===== config.mk =====
export PLATFORM = sky130hd
export DESIGN_NAME = bf_sweep_ctrl
export DESIGN_NICKNAME = d
export VERILOG_FILES = /design/src/rtl/bf_sweep_ctrl.sv
export SDC_FILE = /design/constraint.sdc
export NUM_CORES = 1
export LEC_CHECK = 0
export ABC_AREA = 0
export BUFFER_PORTS_ARGS = -buffer_cell sky130_fd_sc_hd__buf_2
export CELL_PAD_IN_SITES_DETAIL_PLACEMENT = 0
export CELL_PAD_IN_SITES_GLOBAL_PLACEMENT = 1
export CORE_ASPECT_RATIO = 1.2
export CORE_MARGIN = 2
export CORE_UTILIZATION = 39
export DETAILED_ROUTE_END_ITERATION = 8
export PLACE_DENSITY_LB_ADDON = 0.1
export SYNTH_ARGS = -nofsm -noshare
export SYNTH_HDL_FRONTEND = slang
export SYNTH_SLANG_ARGS = --single-unit

===== constraint.sdc =====
create_clock -name clk -period 3.35 [get_ports clk]
set_clock_uncertainty 0.1 [all_clocks]
set_input_delay 0.335 -clock clk [delete_from_list [all_inputs] [get_ports clk]]
set_output_delay 0.335 -clock clk [all_outputs]
set_load 0.02 [all_outputs]

===== src/rtl/bf_sweep_ctrl.sv =====
// Exhaustive sweep sequencer for an N_IN-input boolean function block: drives every vector,
// samples the result after a settle window and compares the truth table. Define BF_SWEEP_GRAY_EN for Gray-order vectors.
module bf_sweep_ctrl #(
  parameter int unsigned N_IN   = 3,
  parameter int unsigned SETTLE = 2
) (
  input  logic                 clk,
  input  logic                 rst,
  input  logic                 start,
  input  logic [2**N_IN-1:0]   expected,
  output logic [N_IN-1:0]      f_in,
  input  logic                 f_out,
  output logic                 busy,
  output logic                 done,
  output logic [2**N_IN-1:0]   tt,
  output logic                 pass,
  output logic [N_IN:0]        mism_cnt
);

  localparam int unsigned NV = 2**N_IN;
  localparam logic [3:0]      SETTLE_C = 4'(SETTLE);
  localparam logic [N_IN:0]   LAST_VEC = {1'b0, {N_IN{1'b1}}};
  localparam logic [N_IN:0]   VEC_ONE  = {{N_IN{1'b0}}, 1'b1};

  typedef enum logic [1:0] {IDLE, RUN, CHECK} state_e;

  state_e          state_q, state_d;
  logic [N_IN:0]   vec_q, vec_d, vec_nxt;
  logic [3:0]      set_q, set_d;
  logic [N_IN-1:0] f_in_q, f_in_d;
  logic [NV-1:0]   exp_q, exp_d;
  logic [NV-1:0]   tt_q, tt_d;
  logic            done_q, done_d;
  logic            pass_q, pass_d;
  logic [N_IN:0]   mism_q, mism_d;
  logic [N_IN:0]   popc;

  // The vector counter indexes the sweep slot; f_in is the value actually applied.
  function automatic logic [N_IN-1:0] vec2in(input logic [N_IN:0] v);
`ifdef BF_SWEEP_GRAY_EN
    return v[N_IN-1:0] ^ (v[N_IN-1:0] >> 1);
`else
    return v[N_IN-1:0];
`endif
  endfunction

  always_comb begin
    popc = '0;
    for (int unsigned i = 0; i < NV; i++) begin
      popc = popc + {{N_IN{1'b0}}, tt_q[i] ^ exp_q[i]};
    end
  end

  always_comb begin
    state_d = state_q;
    vec_d   = vec_q;
    set_d   = set_q;
    f_in_d  = f_in_q;
    exp_d   = exp_q;
    tt_d    = tt_q;
    done_d  = 1'b0;
    pass_d  = pass_q;
    mism_d  = mism_q;
    vec_nxt = vec_q + VEC_ONE;
    case (state_q)
      IDLE: begin
        if (start) begin
          exp_d   = expected;
          tt_d    = '0;
          pass_d  = 1'b0;
          mism_d  = '0;
          vec_d   = '0;
          set_d   = '0;
          f_in_d  = '0;
          state_d = RUN;
        end
      end
      RUN: begin
        // Last edge of a slot both samples the current vector and applies the next one.
        if (set_q == SETTLE_C) begin
          tt_d[f_in_q] = f_out;
          set_d        = '0;
          if (vec_q == LAST_VEC) begin
            vec_d   = '0;
            f_in_d  = '0;
            state_d = CHECK;
          end else begin
            vec_d  = vec_nxt;
            f_in_d = vec2in(vec_nxt);
          end
        end else begin
          set_d = set_q + 4'd1;
        end
      end
      CHECK: begin
        pass_d  = (tt_q == exp_q);
        mism_d  = popc;
        done_d  = 1'b1;
        state_d = IDLE;
      end
      default: state_d = IDLE;
    endcase
  end

  always_ff @(posedge clk or posedge rst) begin
    if (rst) begin
      state_q <= IDLE;
      vec_q   <= '0;
      set_q   <= '0;
      f_in_q  <= '0;
      exp_q   <= '0;
      tt_q    <= '0;
      done_q  <= 1'b0;
      pass_q  <= 1'b0;
      mism_q  <= '0;
    end else begin
      state_q <= state_d;
      vec_q   <= vec_d;
      set_q   <= set_d;
      f_in_q  <= f_in_d;
      exp_q   <= exp_d;
      tt_q    <= tt_d;
      done_q  <= done_d;
      pass_q  <= pass_d;
      mism_q  <= mism_d;
    end
  end

  assign f_in     = f_in_q;
  assign busy     = (state_q != IDLE);
  assign done     = done_q;
  assign tt       = tt_q;
  assign pass     = pass_q;
  assign mism_cnt = mism_q;

endmodule

Word level (Yosys, flattened, before mapping)
Index checks and enable logic that the tools add are counted.
- add/subtract/negate cells: 9
- $mul: 0
- div/mod/pow operators: 0
- magnitude comparators: 2
- equal/unequal tests: 8
- shift operators: 0
- multiplexer cells: 24
- bitwise gates (word level): 8
- reduce and logical (&&, ||, !) cells: 10
- operators with widths (operator ; count):
    one-hot mux 4 bit (2 select lines) ; 3
    adder 4 x 1 -> 4 bit ; 4
    two-way mux 4 bit ; 4
    two-way mux 8 bit ; 2
    one-hot mux 8 bit (2 select lines) ; 1
    two-way mux 3 bit ; 3
    adder 4 x 1 -> 4 bit (second input constant) ; 2
    bitwise mux 8 bit ; 1
    equality test 8 bit ; 1
    XOR 1 bit ; 8
    two-way mux 2 bit ; 3
    inequality test 2 bit (second input constant) ; 3
    one-hot mux 3 bit (2 select lines) ; 1
    AND reduction 2 bit ; 3
    AND reduction 3 bit ; 2
    nonzero test 2 bit ; 3
    adder 3 x 1 -> 4 bit ; 1
    equality test 4 x 2 -> 1 bit (second input constant) ; 1
    equality test 4 x 3 -> 1 bit (second input constant) ; 1
    less-than comparator 3 x 4 -> 1 bit (second input constant) ; 1
    one-hot mux 2 bit (2 select lines) ; 1
    adder 2 x 1 -> 3 bit ; 1
    demux 1 bit (select 3 bit) ; 1
    greater-or-equal comparator 3 x 1 -> 1 bit (second input constant) ; 1
    7 further kinds ; 9
- flip-flop bits (word level): 35
- latch bits: 0
- bits in writable memories: 0
- ROM bits: 0
- input port bits: 12
- output and inout port bits: 18
- word-level logic and storage cells: 70
- memories kept: 0

Logic depth before layout (Yosys ltp)
Gate-level depths: netlist of the first run.
- depth after elaboration: 9
- mapped depth: 11
- depth with buffers taken out: 11

Worst setup path before layout of the first run
No wires, ideal clock.
- kind: reg2reg
- start: register tt_q[0] (netlist: tt[0])
- end: register mism_q[2] (netlist: mism_cnt[2])
- library setup time: 0.129 ns
- arrival time: 3.217 ns
- data required time: 3.121 ns
- path slack: -0.096 ns
- cell stages (with the launch flop): 12
- path buffers: 0
- clock period less this slack: 3.446 ns
- cells stage by stage: dfrtp_1 > xnor2_1 > inv_1 > fa_1 > fa_1 > inv_1 > fa_1 > inv_1 > ha_1 > fa_1 > xnor2_1 > o22ai_1
- cells in the longest elaborated chain, start to end: 9
- ends and longest elaborated chain (what ; line ; text):
    from (decl) ; 32 ; logic [NV-1:0] tt_q, tt_d;
    from (signal assigned) ; 122 ; tt_q <= tt_d;
    XOR 1 bit ; 50 ; popc = popc + {{N_IN{1'b0}}, tt_q[i] ^ exp_q[i]};
    adder 1 x 1 -> 2 bit ; 50 ;
    adder 2 x 1 -> 3 bit ; 50 ;
    adder 3 x 1 -> 4 bit ; 50 ;
    adder 4 x 1 -> 4 bit (4 in a row) ; 50 ;
    one-hot mux 4 bit (2 select lines) ; 65 ; case (state_q)
    to (signal assigned) ; 125 ; mism_q <= mism_d;
    to (decl) ; 35 ; logic [N_IN:0] mism_q, mism_d;
No other way between the ends.
A chain may end at the register's enable or synchronous reset.

Worst setup path in the final report of the first run
- start: register tt_q[0] (netlist: tt[0])
- end: register mism_q[1] (netlist: mism_cnt[1])
Same word-level chain as after synthesis.

==> metrics, run 1 <==
Setup Viol. Count Final 0; post-route non-filler standard cell count 266; CTS tree yes; # diodes 0; initial core utilization 40.28%; num rows 27; critical path type reg -> reg; CP max-delay cell fa_1; syn avg cell area 10.45 sq um; Max FO, Critical Path 2; commonest non-fill, non-tap cells in the layout dfrtp_1 (29), buf_2 (29), inv_1 (19); mapped cell area 0.001851 sq mm; DPL Wire Length 2967 um; htree depth 2; outcome completed; io pins 30; hold_ws 0.08775 ns; Worst-Margin Slew 0.8607 ns; Critical Path AT 3.30 ns; synthesized instance count 177; final worst slack 0.1496 ns; First-pass DRT Iterations 4; worst rel slew slack 42.37%; Worst setup EP type register; postcts setup bufs 0; Max VDD drop 0.4014 mV; buffer depth of the longest clock path 2; Unique masters post-synth 43; fin area 0.002163 sq mm; Syn Nets 200; CTS root buf clkbuf_8; largest area contributor in the netlist dfrtp_1; min Tclk post-route 3.200 ns; drt drc 0; Crit path required time 3.45 ns; Max Freq 312.5 MHz; DRT iter0 DRCs 67; placed cell area 0.002053 sq mm; Final Wtd Congestion 0.7296; Reg clk slew, reported paths 0.07 ns; Post-synth EDFFs 0; RSZ-0062 raised after global routing no; Synth async-reset ratio 100.0%; Core Util, Final 47.09%; vias in the first global route 1405; remaining global-route overflow 0; Die Wd 66.88 um; Area Overhead vs Synth 16.90%; Seq/Total Area, Yosys 43.27%; setup_tns 0 ns; DR vias 1390; CTS Buf Count 5; MaxCap Viol Count 0; critical path's largest stage delay 0.52 ns; initial antenna violation count 0; Cells after DPL 258; Final ANT Viol Nets 0; global-route wire length before repair 6624 um; # clock sinks 32; P_leak 0.9888 nW; Total Power 2.221 mW; via/cell ratio 5.226; r2r startpoint tt[0]; die height 79.46 um; crit start category register; Worst-Skew Late Latency 0.28 ns; layout cell share with drive strength beyond 1 31.73%; HP Class in -> async; PortBufs 29; pre-CTS setup slack -0.06189 ns; CP startpoint tt[0]; final count of pins violating max slew 0; FF+latch count, synth 32; cell chain of the critical path xnor2_2, inv_1, fa_1, fa_1, inv_1, fa_1, inv_1, ha_2, fa_2, nand2_1, o21ai_0; Synth top area share 43.27%; die area 0.005314 sq mm; Syn. warnings 0; Hold Fails Final Rpt 0; final WL 3961 um; PwrDens 1027 mW/mm^2; routed wire length per instance 14.89 um; final critical-path share of the clock period 95.53%; nets 230; core area 0.004594 sq mm; pin count of the biggest net entering global routing 21; Post-synth top flop dfrtp_1; Global Route Usage Sum 16.55%; top post-synthesis cells by area dfrtp_1 (43%), mux2_2 (5.5%), ha_1 (4.7%)
==> cells in the mapped netlist, types with 3 or more instances <==
cell type	instances
xnor2_1	4
nor2_1	4
buf_2	6
inv_1	19
nand4_1	3
buf_4	5
nand3_1	5
o21ai_0	5
ha_1	7
o22ai_1	5
nand2_1	14
dfrtp_1	32
and3_1	3
xor2_1	5
o211ai_1	6
nand2b_1	5
o311ai_0	4
fa_1	4
mux2_2	9
==> what timing repair did <==
| action | in CTS | in global routing |
|---|---|---|
| pin swaps | 3 | 3 |
| hold buffers | 0 | 0 |
| gates resized for setup | 4 | 0 |
| endpoints found under the setup margin | 1 | 2 |
==> flip-flops by register name, summed over array words and instances (netlist names) <==
signal    flops
done          1
exp_q         8
vec_q         4
tt            8
pass          1
state_q       2
mism_cnt      4
set_q         4
==> critical path, delay by kind of cell, from the launching register on <==
kind,cells,cell delay [ns]
AO/OA/AOI/OAI,1,0.07
XOR/XNOR,1,0.17
adder cells (fa/ha/maj),5,2.16
buffers and inverters,3,0.16
flip-flops,1,0.42
AND/OR/NAND/NOR,1,0.04
==> worst paths after layout <==
kind / to / slack (ns) / cells past startpoint
setup / recovery: mism_cnt[1] / 0.15 / 11
hold / removal: mism_cnt[0] / 0.09 / 2
setup reg to reg: mism_cnt[1] / 0.15 / 11
hold reg to reg: vec_q[3] / 0.40 / 1
max in group asynchronous: tt[0] / 2.36 / 3
min in group clk: exp_q[7] / 0.18 / 2
==> report_power, final <==
part / switching (mW) / total (mW) / internal, mW
Clock: 0.141 / 0.309 / 0.168
Combinational: 0.637 / 1.22 / 0.587
Sequential: 0.167 / 0.687 / 0.520
Total: 0.946 / 2.22 / 1.28
==> per-layer routing <==
| layer | vias to the layer above | routed length (um) | track usage [%] |
|---|---|---|---|
| met5 | - | 0 | 0 |
| met4 | 0 | 68 | 6.327 |
| met3 | 5 | 146 | 4.372 |
| met2 | 27 | 1983 | 26.90 |
| met1 | 681 | 1762 | 20.83 |
| li1 | 677 | - | - |
==> logic make-up after synthesis <==
logic type / Yosys count / synth area share, %
AND/OR/NAND/NOR: 48 / 15.42
AO/OA/AOI/OAI: 35 / 13.73
flip-flops: 32 / 43.27
buffers and inverters: 31 / 7.708
multiplexers: 11 / 6.559
adder cells (fa/ha/maj): 11 / 9.060
XOR/XNOR: 9 / 4.259
==> area by class of cell <==
type	count	area, sq um
Multi-Input combinational cell	114	934.6
Sequential cell	32	804.5
Timing Repair Buffer	35	190.2
Inverter	19	71.32
Clock buffer	8	90.09
Tap cell	58	72.57
Fill cell	459	2431
Power figures use the tool's default switching activity.
==> run 2, diff against run 1 <==
--- a/config.mk
+++ b/config.mk
@@ -14,6 +14,7 @@
 export CORE_UTILIZATION = 39
 export DETAILED_ROUTE_END_ITERATION = 8
 export PLACE_DENSITY_LB_ADDON = 0.1
+export SETUP_SLACK_MARGIN = 0.15
 export SYNTH_ARGS = -nofsm -noshare
 export SYNTH_HDL_FRONTEND = slang
 export SYNTH_SLANG_ARGS = --single-unit
==> run 2 against run 1 <==
Effect of this change:
- global-route usage rose by 0.40 points
- setup slack got worse by 0.022 ns
- critical path depth did not move
- combinational power rose by 3%
- utilization rose by 0.63 points
- critical endpoint unchanged
- largest power group unchanged
==> metrics, run 2 (synthesized netlist as in run 1, its figures left out) <==
Crit path required time 3.46 ns (about the same); core area 0.004594 sq mm (unchanged); DR vias 1376 (-1.0%); CTS Buf Count 5 (unchanged); # clock sinks 32 (unchanged); setup_tns 0 ns (unchanged); switching power total 0.9622 mW (+1.7%); P_leak 1.003 nW (+1.4%); First-pass DRT Iterations 4 (unchanged); Critical path buffers and inverters 3 (unchanged); Reg clk slew, reported paths 0.07 ns (about the same); die area 0.005314 sq mm (unchanged); cell chain of the critical path xnor2_2, inv_1, fa_1, fa_1, inv_2, fa_1, inv_1, ha_2, fa_2, nand2_1, o21ai_1; Hold Fails Final Rpt 0 (unchanged); Final Wtd Congestion 0.7553 (+3.5%); DRT iter0 DRCs 60 (-10%); via/cell ratio 5.212 (-0.26%); Reg power frac 29.4% (-1.5 points); Total Power 2.360 mW (+6.2%); Max FO, Critical Path 3 (+1); commonest non-fill, non-tap cells in the layout dfrtp_1 (29), buf_2 (29), inv_1 (18); # diodes 0 (unchanged); htree depth 2 (unchanged); die height 79.46 um (unchanged); CTS tree yes; layout cell share with drive strength beyond 1 33.01% (+1.3 points); Setup Viol. Count Final 0 (unchanged); num rows 27 (unchanged); drt drc 0 (unchanged); CP max-delay cell fa_1; most frequent cell on the critical path fa_1; reg2reg end mism_cnt[1]; hold buffers post-CTS 0 (unchanged); outcome completed; crit start category register; PwrDens 1077 mW/mm^2 (+4.9%); Core Util, Final 47.71% (+0.63 points); nets 228 (-0.87%); Worst-Margin Slew 0.9463 ns (+0.08557 ns); Max Freq 310.4 MHz (-0.67%); register area 804.5 sq um (unchanged); DPL Wire Length 2996 um (+0.97%); critical path's largest stage delay 0.52 ns (about the same); pre-CTS setup slack 0.1372 ns (+0.1991 ns); vias in the first global route 1340 (-4.6%); switch share 40.78% (-1.8 points); MaxCap Viol Count 0 (unchanged); final WL 4035 um (+1.9%); Worst-Skew Late Latency 0.29 ns (about the same); final critical-path share of the clock period 96.18% (+0.64 points); hold_ws 0.1558 ns (+0.06801 ns); post-route non-filler standard cell count 264 (-0.75%); io pins 30 (unchanged); CP top delay family adder cells; Filler cells 478 (+4.1%); initial antenna violation count 0 (unchanged); Critical Path AT 3.33 ns (+0.03 ns); pin count of the biggest net entering global routing 26 (+24%); Global Route Usage Sum 16.95% (+0.40 points); buffer depth of the longest clock path 2 (unchanged); remaining global-route overflow 0 (unchanged); Multi-input gate area 942.2 sq um (+0.80%); CTS root buf clkbuf_8; min Tclk post-route 3.222 ns (+0.02158 ns); cells on worst reg2reg path 11 (unchanged); final count of pins violating max slew 0 (unchanged); Final ANT Viol Nets 0 (unchanged); Max VDD drop 0.3633 mV (-9.5%); routed wire length per instance 15.28 um (+2.6%); Cells after DPL 254 (-1.6%); Worst R2R Setup Slack 0.13 ns (-0.02 ns); placed cell area 0.002043 sq mm (-0.49%); global-route wire length before repair 6679 um (+0.83%); Combinational Power Share 53.2% (-1.9 points); Area Overhead vs Synth 18.46%; clock power share 17.4% (+3.5 points); fin area 0.002192 sq mm (+1.3%); RSZ-0062 raised after global routing yes; Die Wd 66.88 um (unchanged); critical path type reg -> reg; worst rel slew slack 36.84% (-5.5 points); PortBufs 29 (unchanged); final worst slack 0.1280 ns (-0.02158 ns); P_int 1.398 mW (+9.6%); Worst setup EP type register; r2r startpoint tt[0]; initial core utilization 40.28% (unchanged); HP Class in -> async
## run 2: cell count changes in the layout (fill, tap and decap cells not counted), sizes merged
cell    delta
buf        -2
bufinv     +1
clkbuf     -1
## run 2: layer usage
metal / part of all wire [%] / track usage [%] / vias to the layer above / routed length [um]
li1: - / - / 670 / -
met1: 46 / 21.90 / 670 / 1851
met2: 49 / 27.20 / 28 / 1967
met3: 3.3 / 3.949 / 8 / 134
met4: 2.0 / 6.735 / 0 / 81
met5: 0 / 0 / - / 0
## run 2: what timing repair did
| item | in CTS | in global routing |
|---|---|---|
| setup buffers | 0 | 2 |
| pin swaps | 0 | 2 |
| endpoints found under the setup margin | 2 | 2 |
| resized for setup | 0 | 3 |
## run 2: power groups by stage
stage / registers, mW / logic, mW / clock network, mW
after floorplan: 0.688 / 0.952 / 0
after global placement: 0.695 / 1.18 / 0
after detailed placement: 0.703 / 1.18 / 0
after CTS: 0.697 / 1.18 / 0.421
after global routing: 0.721 / 1.45 / 0.440
final: 0.694 / 1.26 / 0.411
## run 2: how the worst max path moves through the flow
| stage | slack [ns] | cells past startpoint | startpoint | end |
|---|---|---|---|---|
| 5_1_grt | 0.005 | 11 | tt[0] | mism_cnt[2] |
| 3_3_place_gp | 0.16 | 11 | tt[0] | mism_cnt[2] |
| 6_report | 0.13 | 11 | tt[0] | mism_cnt[1] |
| 2_1_floorplan | 0.19 | 11 | tt[0] | mism_cnt[1] |
| 4_1_cts | 0.12 | 11 | exp_q[0] | mism_cnt[2] |
| 3_5_place_dp | 0.14 | 11 | exp_q[0] | mism_cnt[2] |
## run 2: cell type report
type,count,area share (%)
multi-input combinational,114,42.98
clock buffer,7,4.395
sequential,32,36.70
clock inverter,1,1.370
timing repair buffer,33,7.991
tap,58,3.311
inverter,19,3.253
## run 2: worst reg2reg max path, stage by stage (launching register included)
cell,delay (ns)
dfrtp_2,0.43
xnor2_2,0.19
inv_1,0.07
fa_1,0.45
fa_1,0.51
inv_2,0.04
fa_1,0.52
inv_1,0.04
ha_2,0.18
fa_2,0.51
nand2_1,0.04
o21ai_1,0.07
==> run 3, diff against run 2 <==
--- a/config.mk
+++ b/config.mk
@@ -7,13 +7,15 @@
 export LEC_CHECK = 0
 export ABC_AREA = 0
 export BUFFER_PORTS_ARGS = -buffer_cell sky130_fd_sc_hd__buf_2
+export CAP_MARGIN = 20
 export CELL_PAD_IN_SITES_DETAIL_PLACEMENT = 0
 export CELL_PAD_IN_SITES_GLOBAL_PLACEMENT = 1
 export CORE_ASPECT_RATIO = 1.2
 export CORE_MARGIN = 2
-export CORE_UTILIZATION = 39
+export CORE_UTILIZATION = 43
 export DETAILED_ROUTE_END_ITERATION = 8
 export PLACE_DENSITY_LB_ADDON = 0.1
+export REMOVE_ABC_BUFFERS = 1
 export SETUP_SLACK_MARGIN = 0.15
 export SYNTH_ARGS = -nofsm -noshare
 export SYNTH_HDL_FRONTEND = slang
==> constraint.sdc (replaced) <==
create_clock -name clk -period 3 [get_ports clk]
set_clock_uncertainty 0.1 [all_clocks]
set_input_delay 0.3 -clock clk [delete_from_list [all_inputs] [get_ports clk]]
set_output_delay 0.3 -clock clk [all_outputs]
set_load 0.02 [all_outputs]
==> run 3 against run 2 <==
Effect of this change:
- the run now ends with negative hold slack, negative setup slack left
- worst hold slack lost 0.16 ns
- critical path depth is the same
- utilization grew 5.0 points
- setup slack lost 0.34 ns
- sequential power grew 9.7%
- via count grew 2.1%
- maximum frequency grew 0.25%
- non-clock buffer count grew 3
- combinational power grew 27%
- global-route usage grew 0.43 points
- die area shrank 8.8%
- total power grew 17%
==> metrics, run 3 (synthesized netlist as in run 1, its figures left out) <==
hold buffers post-CTS 0 (unchanged); final WL 3899 um (-3.4%); Final Wtd Congestion 0.7667 (+1.5%); failing checks negative hold slack, negative setup slack; Setup Viol. Count Final 2 (+2); outcome complete, but fails checks; global-route wire length before repair 6410 um (-4.0%); die area 0.004846 sq mm (-8.8%); nets 231 (+1.3%); DRT iter0 DRCs 59 (-1.7%); Area Overhead vs Synth 19.54%; fin area 0.002212 sq mm (+0.91%); htree depth 2 (unchanged); Multi-input gate area 964.7 sq um (+2.4%); num rows 26 (-3.7%); Crit path required time 3.06 ns (-0.40 ns); routed wire length per instance 14.71 um (-3.7%); drt drc 0 (unchanged); final worst slack -0.2140 ns (-0.3420 ns); core area 0.004197 sq mm (-8.7%); MaxCap Viol Count 0 (unchanged); Worst-Skew Late Latency 0.28 ns (about the same); min Tclk post-route 3.214 ns (-0.008026 ns); DPL Wire Length 2792 um (-6.8%); Max FO, Critical Path 2 (-1); Critical Path AT 3.27 ns (-0.06 ns); Worst-Margin Slew 0.7005 ns (-0.2458 ns); PortBufs 29 (unchanged); io pins 30 (unchanged); PwrDens 1248 mW/mm^2 (+16%); register area 800.8 sq um (-0.47%); Final ANT Viol Nets 0 (unchanged); commonest non-fill, non-tap cells in the layout dfrtp_1 (32), buf_2 (29), inv_1 (17); CTS tree yes; Max VDD drop 0.5408 mV (+49%); via/cell ratio 5.302 (+1.7%); P_int 1.614 mW (+16%); Global Route Usage Sum 17.38% (+0.43 points); Max Freq 311.1 MHz (+0.25%); initial core utilization 44.10% (+3.8 points); Reg power frac 27.5% (-1.9 points); First-pass DRT Iterations 4 (unchanged); RSZ-0062 raised after global routing yes; vias in the first global route 1414 (+5.5%); Reg clk slew, reported paths 0.07 ns (about the same); final count of pins violating max slew 0 (unchanged); buffer depth of the longest clock path 2 (unchanged); # clock sinks 32 (unchanged); Worst setup EP type register; remaining global-route overflow 0 (unchanged); HP Class in -> async; pin count of the biggest net entering global routing 33 (+27%); most common cell after layout, fill and taps aside dfrtp_1; placed cell area 0.002047 sq mm (+0.18%); Die Wd 63.89 um (-4.5%); CTS root buf clkbuf_8; die height 75.86 um (-4.5%); switching power total 1.147 mW (+19%); Hold Fails Final Rpt 1 (+1); postcts setup bufs 0 (unchanged); CTS Buf Count 5 (unchanged); Combinational Power Share 57.8% (+4.6 points); setup_tns -0.3896 ns (-0.3896 ns); Filler cells 392 (-18%); worst rel slew slack 53.21% (+16 points); layout cell share with drive strength beyond 1 33.97% (+0.96 points); crit start category register; initial antenna violation count 0 (unchanged); final critical-path share of the clock period 107.1% (+11 points); DR vias 1405 (+2.1%); switch share 41.54% (+0.77 points); hold_ws -0.005342 ns (-0.1611 ns); critical path type reg -> reg; # diodes 0 (unchanged); clock power share 14.7% (-2.7 points); P_leak 1.014 nW (+1.2%)
==> run 3: timing repair <==
| item | 4_1_cts | 5_1_grt |
|---|---|---|
| pin swaps | 5 | 2 |
| setup endpoints to repair | 4 | 4 |
| gates resized for setup | 4 | 10 |
==> run 3: cell type report <==
cell class	instances	share of cell area, %
inverters	19	3.224
multi-input cells	114	43.61
clock buffers	6	3.281
well taps	56	3.167
repair buffers	36	8.937
clock inverters	2	1.584
flip-flops and latches	32	36.20
==> run 3: critical path, stage by stage, from the launching register on <==
cell     delay [ns]
dfrtp_1        0.41
xnor2_2        0.17
inv_1          0.07
fa_1           0.45
fa_1           0.53
inv_2          0.04
fa_1           0.52
inv_2          0.05
ha_4           0.15
fa_2           0.35
xnor2_2        0.16
o22ai_2        0.10
==> run 3: final timing paths <==
kind,cells past startpoint,end,slack [ns],startpoint
max,11,mism_cnt[2],-0.21,tt[0]
min,3,mism_cnt[0],-0.005,rst
max reg2reg,11,mism_cnt[2],-0.21,tt[0]
min reg2reg,1,vec_q[3],0.39,vec_q[3]
max in group asynchronous,3,vec_q[1],2.50,rst
min in group clk,2,exp_q[1],0.15,expected[1]
==> run 3: power by group through the flow <==
| stage | Sequential [mW] | Combinational (mW) | Clock, mW |
|---|---|---|---|
| after detailed placement | 0.757 | 1.33 | 0 |
| final | 0.761 | 1.60 | 0.406 |
| after global placement | 0.754 | 1.33 | 0 |
| after CTS | 0.752 | 1.36 | 0.416 |
| after floorplan | 0.812 | 0.928 | 0 |
| after global routing | 0.786 | 1.80 | 0.433 |
==> run 3: through the flow <==
step	worst slack (ns)	instances	total power, mW	utilization, %
after global routing	-0.3317	265	3.021	52.71
after CTS	-0.2148	265	2.532	51.64
after floorplan	-0.4685	165	1.740	-
final	-0.2140	265	2.762	52.71
after global placement	-0.4300	257	2.081	48.78
after detailed placement	-0.4154	257	2.083	48.78
==> run 3: per-layer routing <==
layer / global-route usage, % / wire [um] / up-vias
met1: 19.87 / 1681 / 689
met4: 9.179 / 70 / 0
li1: - / - / 687
met5: 0 / 0 / -
met3: 3.545 / 109 / 8
met2: 31.02 / 2039 / 21
